`src/rtl/mul_alu_writeback_arbiter.sv`:
```
// Write-port arbiter merging the multiplier stage-3 result and the ALU result.
// Multiplier always wins; colliding ALU results wait in an in-order overflow FIFO.
module mul_alu_writeback_arbiter #(
    parameter int DEPTH = 2,
    parameter int XLEN  = 32
) (
    input  logic                       clk,
    input  logic                       rst,
    input  logic                       stall,
    input  logic                       mul_rd_en,
    input  logic [4:0]                 mul_rd_addr,
    input  logic [XLEN-1:0]            mul_ans,
    input  logic                       alu_rd_en,
    input  logic [4:0]                 alu_rd_addr,
    input  logic [XLEN-1:0]            alu_value,
    output logic                       wb_en,
    output logic [4:0]                 wb_addr,
    output logic [XLEN-1:0]            wb_data,
    output logic                       stall_req,
    input  logic [4:0]                 fwd_addr,
    output logic                       fwd_hit,
    output logic [XLEN-1:0]            fwd_data,
    output logic [$clog2(DEPTH+1)-1:0] fifo_count,
    output logic                       overflow_err
);

    localparam int CW = $clog2(DEPTH + 1);
    localparam int PW = (DEPTH > 1) ? $clog2(DEPTH) : 1;

    logic [4:0]      fifo_addr_q [DEPTH];
    logic [4:0]      fifo_addr_d [DEPTH];
    logic [XLEN-1:0] fifo_data_q [DEPTH];
    logic [XLEN-1:0] fifo_data_d [DEPTH];
    logic [PW-1:0]   head_q, head_d;
    logic [PW-1:0]   tail_q, tail_d;
    logic [CW-1:0]   count_q, count_d;
    logic            wb_en_q, wb_en_d;
    logic [4:0]      wb_addr_q, wb_addr_d;
    logic [XLEN-1:0] wb_data_q, wb_data_d;
    logic            ovf_q, ovf_d;

    logic mul_v, alu_v, empty, full, deq, enq_try, enq;

    always_comb begin
        mul_v   = !stall && mul_rd_en && (mul_rd_addr != 5'd0);
        alu_v   = !stall && alu_rd_en && (alu_rd_addr != 5'd0);
        empty   = (count_q == '0);
        full    = (count_q == CW'(DEPTH));
        deq     = !mul_v && !empty;
        // An ALU result is queued whenever something else owns the port this edge.
        enq_try = alu_v && (mul_v || !empty);
        enq     = enq_try && (!full || deq);

        fifo_addr_d = fifo_addr_q;
        fifo_data_d = fifo_data_q;
        head_d      = head_q;
        tail_d      = tail_q;
        count_d     = count_q;
        wb_en_d     = 1'b0;
        wb_addr_d   = wb_addr_q;
        wb_data_d   = wb_data_q;
        ovf_d       = ovf_q || (enq_try && full && !deq);

        if (mul_v) begin
            wb_en_d   = 1'b1;
            wb_addr_d = mul_rd_addr;
            wb_data_d = mul_ans;
        end else if (!empty) begin
            wb_en_d   = 1'b1;
            wb_addr_d = fifo_addr_q[head_q];
            wb_data_d = fifo_data_q[head_q];
        end else if (alu_v) begin
            wb_en_d   = 1'b1;
            wb_addr_d = alu_rd_addr;
            wb_data_d = alu_value;
        end

        if (deq) begin
            head_d = (head_q == PW'(DEPTH - 1)) ? '0 : head_q + 1'b1;
        end
        if (enq) begin
            fifo_addr_d[tail_q] = alu_rd_addr;
            fifo_data_d[tail_q] = alu_value;
            tail_d = (tail_q == PW'(DEPTH - 1)) ? '0 : tail_q + 1'b1;
        end
        if (enq && !deq) begin
            count_d = count_q + 1'b1;
        end else if (deq && !enq) begin
            count_d = count_q - 1'b1;
        end
    end

    always_ff @(posedge clk) begin
        if (rst) begin
            for (int unsigned i = 0; i < DEPTH; i++) begin
                fifo_addr_q[i] <= '0;
                fifo_data_q[i] <= '0;
            end
            head_q    <= '0;
            tail_q    <= '0;
            count_q   <= '0;
            wb_en_q   <= 1'b0;
            wb_addr_q <= '0;
            wb_data_q <= '0;
            ovf_q     <= 1'b0;
        end else begin
            fifo_addr_q <= fifo_addr_d;
            fifo_data_q <= fifo_data_d;
            head_q      <= head_d;
            tail_q      <= tail_d;
            count_q     <= count_d;
            wb_en_q     <= wb_en_d;
            wb_addr_q   <= wb_addr_d;
            wb_data_q   <= wb_data_d;
            ovf_q       <= ovf_d;
        end
    end

    // Walk oldest to newest so the last match seen is the newest pending value.
    always_comb begin
        logic          fifo_match;
        logic [PW-1:0] idx;
        fwd_hit    = 1'b0;
        fwd_data   = '0;
        fifo_match = 1'b0;
        idx        = '0;
        if (fwd_addr != 5'd0) begin
            for (int unsigned i = 0; i < DEPTH; i++) begin
                idx = PW'((32'(head_q) + i) % DEPTH);
                if ((i < 32'(count_q)) && (fifo_addr_q[idx] == fwd_addr)) begin
                    fifo_match = 1'b1;
                    fwd_data   = fifo_data_q[idx];
                end
            end
            if (fifo_match) begin
                fwd_hit = 1'b1;
            end else if (wb_en_q && (wb_addr_q == fwd_addr)) begin
                fwd_hit  = 1'b1;
                fwd_data = wb_data_q;
            end
        end
    end

    assign wb_en        = wb_en_q;
    assign wb_addr      = wb_addr_q;
    assign wb_data      = wb_data_q;
    assign stall_req    = (count_q == CW'(DEPTH));
    assign fifo_count   = count_q;
    assign overflow_err = ovf_q;

endmodule

```
`config.mk`:
```
export PLATFORM = sky130hd
export DESIGN_NAME = mul_alu_writeback_arbiter
export DESIGN_NICKNAME = d
export VERILOG_FILES = /design/src/rtl/mul_alu_writeback_arbiter.sv
export SDC_FILE = /design/constraint.sdc
export NUM_CORES = 1
export LEC_CHECK = 0
export BUFFER_PORTS_ARGS = -buffer_cell sky130_fd_sc_hd__buf_2
export CAP_MARGIN = 10
export CORE_MARGIN = 8
export CORE_UTILIZATION = 25
export DETAILED_ROUTE_END_ITERATION = 12
export PLACE_DENSITY_LB_ADDON = 0.3
export SLEW_MARGIN = 5
export SYNTH_ARGS = -nofsm -noshare
export SYNTH_HDL_FRONTEND = slang
export SYNTH_SLANG_ARGS = --single-unit
```
`constraint.sdc`:
```
create_clock -name clk -period 7.3 [get_ports clk]
set_input_delay 0.365 -clock clk [delete_from_list [all_inputs] [get_ports clk]]
set_output_delay 0.365 -clock clk [all_outputs]
set_load 0.1 [all_outputs]
```
==> results by group <==
Clocking
  • Skew-Pair Late Insertion Delay: 0.42 ns
  • CTS tree: done
  • Clock Path Buffers: 2
  • CTS clk-pin slew, worst paths: approximately 0.06 ns
  • Clk root buf: clkbuf_16
  • Hold_buf cts: 0
  • CTS sink cnt: 117
  • Postcts setup bufs: 0
  • # H-tree levels: 4
  • CTS buffer count: 17
  • PostCTS Resize Cnt: 0

Yosys
  • Synth top area cells: dfxtp_1, nand2_1, a21oi_1, mux2i_1, nor2_1
  • Syn Area/Cell: roughly 7.4 um^2
  • Async SR Flop Fraction: 0%
  • Syn_nets: 976
  • Synth Cell Area: 6600 um^2
  • Most common cell in the netlist: nand2_1
  • Yosys cell types: 51
  • Yosys top cell by area: dfxtp_1
  • Commonest cells post-synth: nand2_1, a21oi_1, dfxtp_1, nor2_1, clkbuf_1
  • Yosys warning count: 0
  • Number of synthesized flops with an enable pin: 0
  • Mapped Cells: 888
  • Seq cells post-synth: 117
  • Top-area cell type share of the netlist area: 35.5%
  • Synth Flop Type: dfxtp_1
  • Sequential fraction of the synthesis area: 35.5%

Cells and area
  • Final cell area excluding filler cells: 8120 um^2
  • Area delta synth->final: 23.0%
  • # diodes: 0
  • Layout Nets: 1083
  • Layout cells sized above 1: ~23%

Critical path
  • Critical Path RT: 6.93 ns
  • Worst-path maximum fanout: 53
  • Crit path to: fwd_data[12]
  • CP arrival: 4.54 ns
  • RR Endpoint: fifo_data_q[35]
  • Worst r2r src: fifo_count[0]
  • Reg2reg path depth: 9
  • R2R setup slack: 4.12 ns
  • Critical Path Start Type: flip-flop
  • CP endpoint kind: primary output
  • Critical path type: reg2out
  • Crit path launch: fifo_count[0]

Timing
  • Slew Viols, Final: 0
  • Fin crit period: 4.91 ns
  • Final setup margin: 2.39 ns
  • Final Hold Vio Count: 0
  • Worst-Margin Slew: 1.23 ns
  • Fmax: between 0.2 and 0.25 GHz
  • Slew HR: 18.2%
  • Skew final: 0.00872 ns
  • Crit share post-route: 67.2%
  • RSZ-0062 raised after global routing: no
  • Fin Setup TNS: 0 ns
  • Final Setup Violations: 0

Detailed routing
  • DRT Wirelength: 24200 um
  • Routed wire per std cell: 18.1 um
  • 1st-pass router iterations: 5
  • Vias: 6671
  • Via density per instance: around 5.0
  • Drt first-iter violations: between 400 and 500
  • Final ANT Viol Nets: 0
  • DRC: 0

Min path
  • Min-delay worst type: in2reg

Die
  • Die H: 178 um
  • Initial Utilization: 25.4%
  • Die width: around 180 um
  • I/O Pins: 159
  • Placeable Area: 26000 um^2
  • Die Area: 31800 um^2
  • Core Rows: 59

GRT
  • Grt ovf: 0
  • Vias in the first global route: 6335
  • Initial antenna violation count: 3
  • Gr usage total: 15.0%
  • First-pass GRT wire length: roughly 37000 um
  • Largest net degree at the start of global routing: a little over 90

Placement
  • Pre-CTS WS: 2.77 ns
  • Post-detail-place hpwl: ~16000 um
  • I/O Buffers: 158
  • RD Place Congestion: 0.769
  • Area after DPL: 7510 um^2

Flow run
  • Max-cap viol count: 0

Pwr
  • Power Dens Cells: 396 nW/um^2
  • Leakage power: roughly 3.2 nW
  • Peak VDD IR: 231 uV

Outcome
  • Status: complete, no violations
## stage by stage
step           hold WS (ns)  total power [mW]  util [%]  instances
4_1_cts               0.187              3.24      31.2       1341
5_1_grt               0.200              3.36      31.2       1342
3_3_place_gp          0.443              2.37      28.9       1310
2_1_floorplan         0.445              2.09         -        888
6_report              0.203              3.21      31.2       1342
3_5_place_dp          0.457              2.38      28.9       1310
## layout by cell type, fill, tap and decap left out, drive strengths merged, types with 2 or more instances in the layout
master,n
nor2,105
o21ai,27
o211a,15
and2,2
mux2,16
nand2,185
nor3,23
or4,3
o31a,2
nor2b,10
a22oi,2
o22ai,35
a21oi,124
a21o,2
clkbuf,22
xnor2,4
o221ai,14
or3,2
a311oi,2
o211ai,3
nand4,2
nor4,2
clkinv,5
ha,4
inv,5
nand3,3
xor2,11
dfxtp,117
clkinvlp,2
bufinv,2
nand2b,2
mux2i,39
a31oi,20
a211oi,23
buf,166
## report_power, final
group | internal [mW] | switching [mW]
combinational | 0.319 | 1.18
sequential | 0.757 | 0.107
clock | 0.542 | 0.308
## logic make-up (layout without fill, tap and decap cells)
group                      after synthesis  in the layout  synth area share (%)
and+or+nand+nor                        342            342                  21.3
AOI/OAI and AO/OA                      272            272                  25.6
DFF                                    117            117                  35.5
xor gates and xnor gates                15             15                  1.99
muxes                                   55             55                  8.65
adders and majority gates                4              4                 0.759
buffers and inverters                   83            202                  6.20
## critical path, cell delays in order, from the launching register on
cell and delay, ns:
dfxtp_1 0.39, inv_1 0.09, ha_2 0.18, buf_4 0.31, inv_2 0.43, o21ai_0 0.19, nor4_2 0.39, and2_1 0.84
nor2_1 0.17, a21oi_4 0.44, o211a_1 0.23, buf_2 0.43
## state kept, by name, summed over array words and instances, names as in the netlist
signal	flops
fifo_data_q	64
wb_data	32
fifo_addr_q	10
wb_addr	5
fifo_count	2
head_q	1
overflow_err	1
tail_q	1
wb_en	1
## per-layer routing
metal  global-route usage, %  vias up  part of all wire [%]
li1                        -     3340                     -
met1                    18.9     3104                    45
met2                    24.7      192                    47
met3                    4.09       29                   7.1
met4                    3.82        6                   1.0
met5                       0        -                  0.14
## area by class of cell
class / count / area [um^2]
repair buffers: 166 / 861
clock buffers: 22 / 494
multi-input cells: 688 / 3880
well taps: 335 / 419
inverters: 5 / 18.8
flip-flops and latches: 117 / 2350
clock inverters: 9 / 100
fillers: 2864 / 17900
## worst min path at each step
stage	from	to	slack, ns	cells after the start
5_1_grt	alu_value[18]	fifo_data_q[50]	0.20	3
6_report	alu_value[19]	fifo_data_q[19]	0.20	3
2_1_floorplan	fifo_data_q[14]	fifo_data_q[14]	0.45	2
4_1_cts	alu_value[19]	fifo_data_q[19]	0.19	3
3_5_place_dp	overflow_err	overflow_err	0.46	2
3_3_place_gp	overflow_err	overflow_err	0.44	2
Note: power is estimated with default switching activity, not from simulation.
